==> src/rtl/timer_ctrl_fsm_if.sv <==
// Panel bundle for timer_ctrl_fsm: key pulses and ring level in, timer commands, presets and display status out.
// Latency: pure wiring, adds no cycles.
// Backpressure: none; keys are fire-and-forget pulses and commands are one-cycle strobes.
interface timer_ctrl_fsm_if;
  logic       key_mode;
  logic       key_inc;
  logic       key_start;
  logic       key_clear;
  logic       ring;
  logic       set_timer;
  logic       pause;
  logic       reset_timer;
  logic [7:0] hour_bcd_out;
  logic [7:0] minute_bcd_out;
  logic [7:0] second_bcd_out;
  logic [1:0] edit_sel;
  logic       blink;
  logic       buzzer;
  logic [2:0] state_out;

  // Key debouncers and the timer drive this side.
  modport master (
    output key_mode, key_inc, key_start, key_clear, ring,
    input  set_timer, pause, reset_timer,
    input  hour_bcd_out, minute_bcd_out, second_bcd_out,
    input  edit_sel, blink, buzzer, state_out
  );

  // The controller itself.
  modport slave (
    input  key_mode, key_inc, key_start, key_clear, ring,
    output set_timer, pause, reset_timer,
    output hour_bcd_out, minute_bcd_out, second_bcd_out,
    output edit_sel, blink, buzzer, state_out
  );
endinterface

==> src/rtl/timer_ctrl_fsm.sv <==
// Front-panel FSM for count_down_timer: preset editing, start/pause/clear commands, buzzer on expiry.
// Latency: keys act one cycle after sampling; ring rise reaches buzzer two cycles later (edge register).
// Backpressure: none; optional macro TIMER_CTRL_AUTO_RESTART_EN makes an expired timer reload and restart.
module timer_ctrl_fsm #(
  parameter int RING_CYCLES  = 16,
  parameter int BLINK_CYCLES = 4
) (
  input  logic            clk,
  input  logic            rst_n,
  timer_ctrl_fsm_if.slave bus
);

  localparam int RCW = (RING_CYCLES  > 1) ? $clog2(RING_CYCLES)  : 1;
  localparam int BCW = (BLINK_CYCLES > 1) ? $clog2(BLINK_CYCLES) : 1;
  localparam logic [RCW-1:0] RING_LAST  = RCW'(RING_CYCLES - 1);
  localparam logic [BCW-1:0] BLINK_LAST = BCW'(BLINK_CYCLES - 1);

  typedef enum logic [2:0] {
    IDLE    = 3'd0,
    EDIT_H  = 3'd1,
    EDIT_M  = 3'd2,
    EDIT_S  = 3'd3,
    LOAD    = 3'd4,
    RUN     = 3'd5,
    PAUSED  = 3'd6,
    RINGING = 3'd7
  } state_t;

  state_t         state;
  logic           ring_q1;
  logic           ring_q2;
  logic [7:0]     hour_bcd;
  logic [7:0]     minute_bcd;
  logic [7:0]     second_bcd;
  logic           set_timer_r;
  logic           pause_r;
  logic           reset_timer_r;
  logic [1:0]     edit_sel_r;
  logic           blink_r;
  logic           buzzer_r;
  logic [BCW-1:0] blink_cnt;
  logic [RCW-1:0] ring_cnt;

  logic ring_edge;
  logic preset_zero;
  logic any_key;

  // Edge taken between two registered copies so a ring already high on RUN entry never fires.
  assign ring_edge   = ring_q1 & ~ring_q2;
  assign preset_zero = (hour_bcd == 8'h00) && (minute_bcd == 8'h00) && (second_bcd == 8'h00);
  assign any_key     = bus.key_mode | bus.key_inc | bus.key_start | bus.key_clear;

  assign bus.set_timer      = set_timer_r;
  assign bus.pause          = pause_r;
  assign bus.reset_timer    = reset_timer_r;
  assign bus.hour_bcd_out   = hour_bcd;
  assign bus.minute_bcd_out = minute_bcd;
  assign bus.second_bcd_out = second_bcd;
  assign bus.edit_sel       = edit_sel_r;
  assign bus.blink          = blink_r;
  assign bus.buzzer         = buzzer_r;
  assign bus.state_out      = state;

  // BCD increment with wrap at 'top' (8'h23 for hours, 8'h59 for minutes/seconds).
  function automatic logic [7:0] bcd_inc(input logic [7:0] v, input logic [7:0] top);
    if (v == top) return 8'h00;
    if (v[3:0] == 4'd9) return {v[7:4] + 4'd1, 4'd0};
    return {v[7:4], v[3:0] + 4'd1};
  endfunction

  // Whole controller: state, presets, command pulses, display status and the blink/ring timers.
  always_ff @(posedge clk) begin
    if (!rst_n) begin
      state         <= IDLE;
      ring_q1       <= 1'b0;
      ring_q2       <= 1'b0;
      hour_bcd      <= 8'h00;
      minute_bcd    <= 8'h00;
      second_bcd    <= 8'h00;
      set_timer_r   <= 1'b0;
      pause_r       <= 1'b0;
      reset_timer_r <= 1'b0;
      edit_sel_r    <= 2'd0;
      blink_r       <= 1'b0;
      buzzer_r      <= 1'b0;
      blink_cnt     <= '0;
      ring_cnt      <= '0;
    end else begin
      ring_q1       <= bus.ring;
      ring_q2       <= ring_q1;
      set_timer_r   <= 1'b0;
      pause_r       <= 1'b0;
      reset_timer_r <= 1'b0;
      case (state)
        IDLE: begin
          if (bus.key_clear) begin
            hour_bcd      <= 8'h00;
            minute_bcd    <= 8'h00;
            second_bcd    <= 8'h00;
            reset_timer_r <= 1'b1;
          end else if (bus.key_start) begin
            if (!preset_zero) begin
              state       <= LOAD;
              set_timer_r <= 1'b1;
            end
          end else if (bus.key_mode) begin
            state      <= EDIT_H;
            edit_sel_r <= 2'd1;
            blink_r    <= 1'b1;
            blink_cnt  <= '0;
          end
        end
        EDIT_H, EDIT_M, EDIT_S: begin
          // Blink keeps running while the field stays selected; entries below restart it.
          if (blink_cnt == BLINK_LAST) begin
            blink_r   <= ~blink_r;
            blink_cnt <= '0;
          end else begin
            blink_cnt <= blink_cnt + 1'b1;
          end
          if (bus.key_clear) begin
            case (state)
              EDIT_H:  hour_bcd   <= 8'h00;
              EDIT_M:  minute_bcd <= 8'h00;
              default: second_bcd <= 8'h00;
            endcase
          end else if (bus.key_start) begin
            if (!preset_zero) begin
              state       <= LOAD;
              set_timer_r <= 1'b1;
              edit_sel_r  <= 2'd0;
              blink_r     <= 1'b0;
            end
          end else if (bus.key_mode) begin
            blink_r   <= 1'b1;
            blink_cnt <= '0;
            case (state)
              EDIT_H: begin
                state      <= EDIT_M;
                edit_sel_r <= 2'd2;
              end
              EDIT_M: begin
                state      <= EDIT_S;
                edit_sel_r <= 2'd3;
              end
              default: begin
                state       <= IDLE;
                edit_sel_r  <= 2'd0;
                blink_r     <= 1'b0;
                set_timer_r <= 1'b1;
              end
            endcase
          end else if (bus.key_inc) begin
            case (state)
              EDIT_H:  hour_bcd   <= bcd_inc(hour_bcd, 8'h23);
              EDIT_M:  minute_bcd <= bcd_inc(minute_bcd, 8'h59);
              default: second_bcd <= bcd_inc(second_bcd, 8'h59);
            endcase
          end
        end
        LOAD: begin
          state   <= RUN;
          pause_r <= 1'b1;
        end
        RUN: begin
          if (ring_edge) begin
            state    <= RINGING;
            buzzer_r <= 1'b1;
            ring_cnt <= '0;
          end else if (bus.key_clear) begin
            state         <= IDLE;
            reset_timer_r <= 1'b1;
          end else if (bus.key_start) begin
            state   <= PAUSED;
            pause_r <= 1'b1;
          end
        end
        PAUSED: begin
          if (bus.key_clear) begin
            state         <= IDLE;
            reset_timer_r <= 1'b1;
          end else if (bus.key_start) begin
            state   <= RUN;
            pause_r <= 1'b1;
          end
        end
        RINGING: begin
          if (any_key || (ring_cnt == RING_LAST)) begin
            buzzer_r <= 1'b0;
`ifdef TIMER_CTRL_AUTO_RESTART_EN
            if (bus.key_clear) begin
              state <= IDLE;
            end else begin
              state       <= LOAD;
              set_timer_r <= 1'b1;
            end
`else
            state       <= IDLE;
            set_timer_r <= 1'b1;
`endif
          end else begin
            ring_cnt <= ring_cnt + 1'b1;
          end
        end
        default: state <= IDLE;
      endcase
    end
  end

endmodule

==> src/flat_wrapper.sv <==
// flat-port wrapper written by rule: the top's interface ports become plain ports
module timer_ctrl_fsm_flat 
#(
  parameter int RING_CYCLES  = 16,
  parameter int BLINK_CYCLES = 4
)
  (clk, rst_n, bus_key_mode, bus_key_inc, bus_key_start, bus_key_clear, bus_ring, bus_set_timer, bus_pause, bus_reset_timer, bus_hour_bcd_out, bus_minute_bcd_out, bus_second_bcd_out, bus_edit_sel, bus_blink, bus_buzzer, bus_state_out);
  timer_ctrl_fsm_if bus_i ();
  input  logic clk;
  input  logic rst_n;
  input wire logic [$bits(bus_i.key_mode)-1:0] bus_key_mode;
  input wire logic [$bits(bus_i.key_inc)-1:0] bus_key_inc;
  input wire logic [$bits(bus_i.key_start)-1:0] bus_key_start;
  input wire logic [$bits(bus_i.key_clear)-1:0] bus_key_clear;
  input wire logic [$bits(bus_i.ring)-1:0] bus_ring;
  output wire logic [$bits(bus_i.set_timer)-1:0] bus_set_timer;
  output wire logic [$bits(bus_i.pause)-1:0] bus_pause;
  output wire logic [$bits(bus_i.reset_timer)-1:0] bus_reset_timer;
  output wire logic [$bits(bus_i.hour_bcd_out)-1:0] bus_hour_bcd_out;
  output wire logic [$bits(bus_i.minute_bcd_out)-1:0] bus_minute_bcd_out;
  output wire logic [$bits(bus_i.second_bcd_out)-1:0] bus_second_bcd_out;
  output wire logic [$bits(bus_i.edit_sel)-1:0] bus_edit_sel;
  output wire logic [$bits(bus_i.blink)-1:0] bus_blink;
  output wire logic [$bits(bus_i.buzzer)-1:0] bus_buzzer;
  output wire logic [$bits(bus_i.state_out)-1:0] bus_state_out;
  assign bus_i.key_mode = bus_key_mode;
  assign bus_i.key_inc = bus_key_inc;
  assign bus_i.key_start = bus_key_start;
  assign bus_i.key_clear = bus_key_clear;
  assign bus_i.ring = bus_ring;
  assign bus_set_timer = bus_i.set_timer;
  assign bus_pause = bus_i.pause;
  assign bus_reset_timer = bus_i.reset_timer;
  assign bus_hour_bcd_out = bus_i.hour_bcd_out;
  assign bus_minute_bcd_out = bus_i.minute_bcd_out;
  assign bus_second_bcd_out = bus_i.second_bcd_out;
  assign bus_edit_sel = bus_i.edit_sel;
  assign bus_blink = bus_i.blink;
  assign bus_buzzer = bus_i.buzzer;
  assign bus_state_out = bus_i.state_out;
  timer_ctrl_fsm #(.RING_CYCLES(RING_CYCLES), .BLINK_CYCLES(BLINK_CYCLES)) u_core (.clk(clk), .rst_n(rst_n), .bus(bus_i));
endmodule
==> config.mk <==
export PLATFORM = sky130hd
export DESIGN_NAME = timer_ctrl_fsm_flat
export DESIGN_NICKNAME = d
export VERILOG_FILES = /design/src/rtl/timer_ctrl_fsm_if.sv /design/src/rtl/timer_ctrl_fsm.sv /design/src/flat_wrapper.sv
export SDC_FILE = /design/constraint.sdc
export NUM_CORES = 1
export LEC_CHECK = 0
export BUFFER_PORTS_ARGS = -buffer_cell sky130_fd_sc_hd__buf_4
export CAP_MARGIN = 40
export CORE_ASPECT_RATIO = 1.2
export CORE_MARGIN = 5
export CORE_UTILIZATION = 56
export CTS_CLUSTER_SIZE = 40
export DETAILED_ROUTE_END_ITERATION = 10
export MAX_ROUTING_LAYER = met4
export PLACE_DENSITY = 0.79
export REMOVE_ABC_BUFFERS = 1
export SYNTH_ARGS = -nofsm -noshare
export SYNTH_HDL_FRONTEND = slang
export SYNTH_SLANG_ARGS = --single-unit
==> constraint.sdc <==
create_clock -name clk -period 2.2 [get_ports clk]
set_input_delay 0.11 -clock clk [delete_from_list [all_inputs] [get_ports clk]]
set_output_delay 0.11 -clock clk [all_outputs]
set_load 0.02 [all_outputs]
==> impl_metrics.ini <==
[global_routing]
grt_overflow = 0
grt_usage = 0.215
grt_pass1_vias = 2370
top_usage_layer = met2
met2_usage = 0.349
grt_max_degree = 24
use_met3 = 0.0530
antenna_found_initial = 0
met1_usage = 0.246
grt_pass1_wl_mm = 10.5

[cts]
tritoncts = built
cts_htree_levels = 2
post_cts.repair.setup_buffers = 0
cts_hold_buf = 0
insertion_delay_ns = 0.30
clock-sinks = 42
cts.repair.resized = 0
clock_path_buffers = 2
clk_pin_slew_ns = 0.09
numCtsBuffers = 5
cts-root-buf = clkbuf_8

[route]
drtPass1Iterations = 4
routedWlPerCell_um = 14.8
drc = 0
viasPerCell = 5.92
via_count = 2433
wl_mm = 6.07
drtIter0Drc = 199
ant_nets = 0

[finish]
stdcell_area_um2 = 3020
area_growth_pct = 19.9
multiInputGateArea_um2 = 1550
drive_above_1_share = 0.175
diodes = 0
fillerInstances = 380
nets = 381
finalNonFillerCells = 411
seq_area_um2 = 841

[setup_path]
path_delay_family = simple AND/OR/NAND/NOR gates
cp_max_fo = 16
crit_buf_inv = 1
cp-end-kind = flip-flop
cp-start-kind = flip-flop
crit_required_ns = 2.41
cp_cell_sequence = nor2_1 > nand2_1 > buf_4 > a31oi_1 > nand4_1 > a21oi_1
slowest_stage = dfxtp_1
max_stage_delay_ns = 0.47
crit_type = reg -> reg
critPathArrivalTime_ns = 2.11

[placed_design]
dp_hpwl_mm = 4.44
port-buffer-count = 40
place_area_um2 = 2880
dpl.cell_count = 403
gp_congestion = 0.873

[timing]
min_period_ns = 1.89
rsz0062_at_grt = false
tightest_slew_ns = 0.750
max_freq_mhz = 528
final.setup_skew_ns = 0.0121
slew_headroom = 0.499
hold_viol_final = 0
slew_violations = 0
period_share = 0.861
tns_ns = 0
setup_viol = 0

[yosys]
synth_area_um2 = 2520
synth-simple-area-share = 0.279
synth_edf_count = 0
synth_mux_area_frac = 0.0124
ys_warn_count = 0
yosys.cell_types.count = 59
synth_ff_type = dfxtp_1
synth_top_family_by_area = simple AND/OR/NAND/NOR gates
ys_seq_area_frac = 0.334
yosys.area_share.adder = 0.0993
synth.avg_cell_area_um2 = 8.03
synth-async-reset-ratio = 0
synth-xor-area-share = 0.0313
synth_compound_area_frac = 0.191
syn_inst = 314
synth_seq_cells = 42

[job]
cap_violations = 0

[status]
status = finished, final reports clean

[pwr]
p_per_area_nw_per_um2 = 792
peakVddDrop_v = 0.000475
power_leakage_nw = 1.25

[die]
dieArea_um2 = 5950
num_rows = 26
die_w_um = 71.2
start_util = 0.587
core_area_um2 = 4290
pin_count = 41
fp.dieH_um = 83.5

[min_path]
hold_path.class = in -> reg
[power breakdown]
group	leakage [nW]	switching (mW)	total [mW]	internal, mW
clock network	0.0683	0.275	0.729	0.455
logic	0.841	0.454	0.766	0.311
registers	0.341	0.0813	0.899	0.818
total	1.25	0.810	2.39	1.58
[layout by cell type, fill, tap and decap left out, types with 2 or more instances in the layout]
master / Yosys / routed
a2111oi_0: 2 / 2
nor3_1: 7 / 7
xor2_1: 5 / 5
a21oi_1: 20 / 20
nor4_1: 2 / 2
a22oi_1: 2 / 2
clkbuf_8: 0 / 5
o211ai_1: 3 / 3
mux2i_1: 2 / 2
and3_1: 5 / 5
o21ai_0: 3 / 3
nand4b_1: 3 / 3
and2_1: 3 / 3
o21a_1: 4 / 4
a31oi_1: 9 / 9
buf_4: 0 / 48
nand3_1: 12 / 12
a21bo_1: 2 / 2
nand2b_1: 4 / 4
inv_1: 18 / 18
ha_1: 20 / 20
nor2b_1: 4 / 4
nand4_1: 6 / 6
o22ai_1: 3 / 3
o21ai_1: 8 / 8
nor2_1: 36 / 36
nand3b_1: 7 / 7
or3_1: 3 / 3
bufinv_16: 0 / 2
xnor2_1: 4 / 4
dfxtp_1: 42 / 42
nand2_1: 34 / 34
[worst register-to-register path, stage by stage (launching register included)]
cell	delay (ns)
dfxtp_1	0.47
nor2_1	0.36
nand2_1	0.12
buf_4	0.17
a31oi_1	0.35
nand4_1	0.16
a21oi_1	0.17
[area by class of cell]
class                      instances  share of cell area
multi-input combinational        239               0.511
clock buffer                       5              0.0228
tap                               56              0.0232
sequential                        42               0.278
timing repair buffer              48               0.119
clock inverter                     3              0.0228
inverter                          18              0.0224
[Yosys cell counts, types with 3 or more instances]
library cell / instances / area share
and2_1: 3 / 0.0074
a31oi_1: 9 / 0.022
xnor2_1: 4 / 0.014
or3_1: 3 / 0.0074
o22ai_1: 3 / 0.0074
a21oi_1: 20 / 0.040
o211ai_1: 3 / 0.0089
nor3_1: 7 / 0.014
nand4b_1: 3 / 0.010
and3_1: 5 / 0.012
nand2_1: 34 / 0.051
dfxtp_1: 42 / 0.33
xor2_1: 5 / 0.017
o21a_1: 4 / 0.012
nand4_1: 6 / 0.015
nand2b_1: 4 / 0.0099
o21ai_1: 8 / 0.016
clkbuf_1: 10 / 0.015
nor2b_1: 4 / 0.0099
nand3_1: 12 / 0.024
ha_1: 20 / 0.099
nand3b_1: 7 / 0.021
inv_1: 18 / 0.027
o21ai_0: 3 / 0.0060
nor2_1: 36 / 0.054
[state kept, by name (all words and copies together), names as in the netlist]
signal and flops:
u_core.bus.hour_bcd_out 8, u_core.bus.minute_bcd_out 8, u_core.bus.second_bcd_out 8, u_core.ring_cnt 4
u_core.bus.state_out 3, u_core.blink_cnt 2, u_core.bus.edit_sel 2, u_core.bus.blink 1
u_core.bus.buzzer 1, u_core.bus.pause 1, u_core.bus.reset_timer 1, u_core.bus.set_timer 1
u_core.ring_q1 1, u_core.ring_q2 1
[routing by layer]
layer	up-vias	share of wire
li1	1188	-
met4	0	0.020
met3	13	0.065
met5	-	0
met2	87	0.49
met1	1145	0.42
[cells by family after synthesis]
logic type               Yosys count
AO/OA/AOI/OAI                     70
adder cells (fa/ha/maj)           20
AND/OR/NAND/NOR                  137
XOR/XNOR                           9
buffers and inverters             33
multiplexers                       3
flip-flops                        42
[final timing paths]
path                                         startpoint                          to  slack, ns  cells past startpoint
worst max-delay path            u_core.bus.state_out[2]  u_core.bus.hour_bcd_out[5]       0.31                      6
worst max register to register  u_core.bus.state_out[2]  u_core.bus.hour_bcd_out[5]       0.31                      6
worst min-delay path                           bus_ring              u_core.ring_q1       0.02                      2
worst min register to register           u_core.ring_q1              u_core.ring_q2       0.46                      1
[through the flow]
step / utilization / worst slack (ns) / total power, mW / hold WS [ns]
floorplan: - / 0.161 / 1.39 / 0.227
global placement: 0.672 / 0.390 / 1.66 / 0.318
detailed placement: 0.672 / 0.353 / 1.67 / 0.322
CTS: 0.704 / 0.334 / 2.40 / 0.0174
global route: 0.704 / 0.0708 / 2.54 / 0.0191
finish: 0.704 / 0.307 / 2.39 / 0.0185
Power figures use the tool's default switching activity.
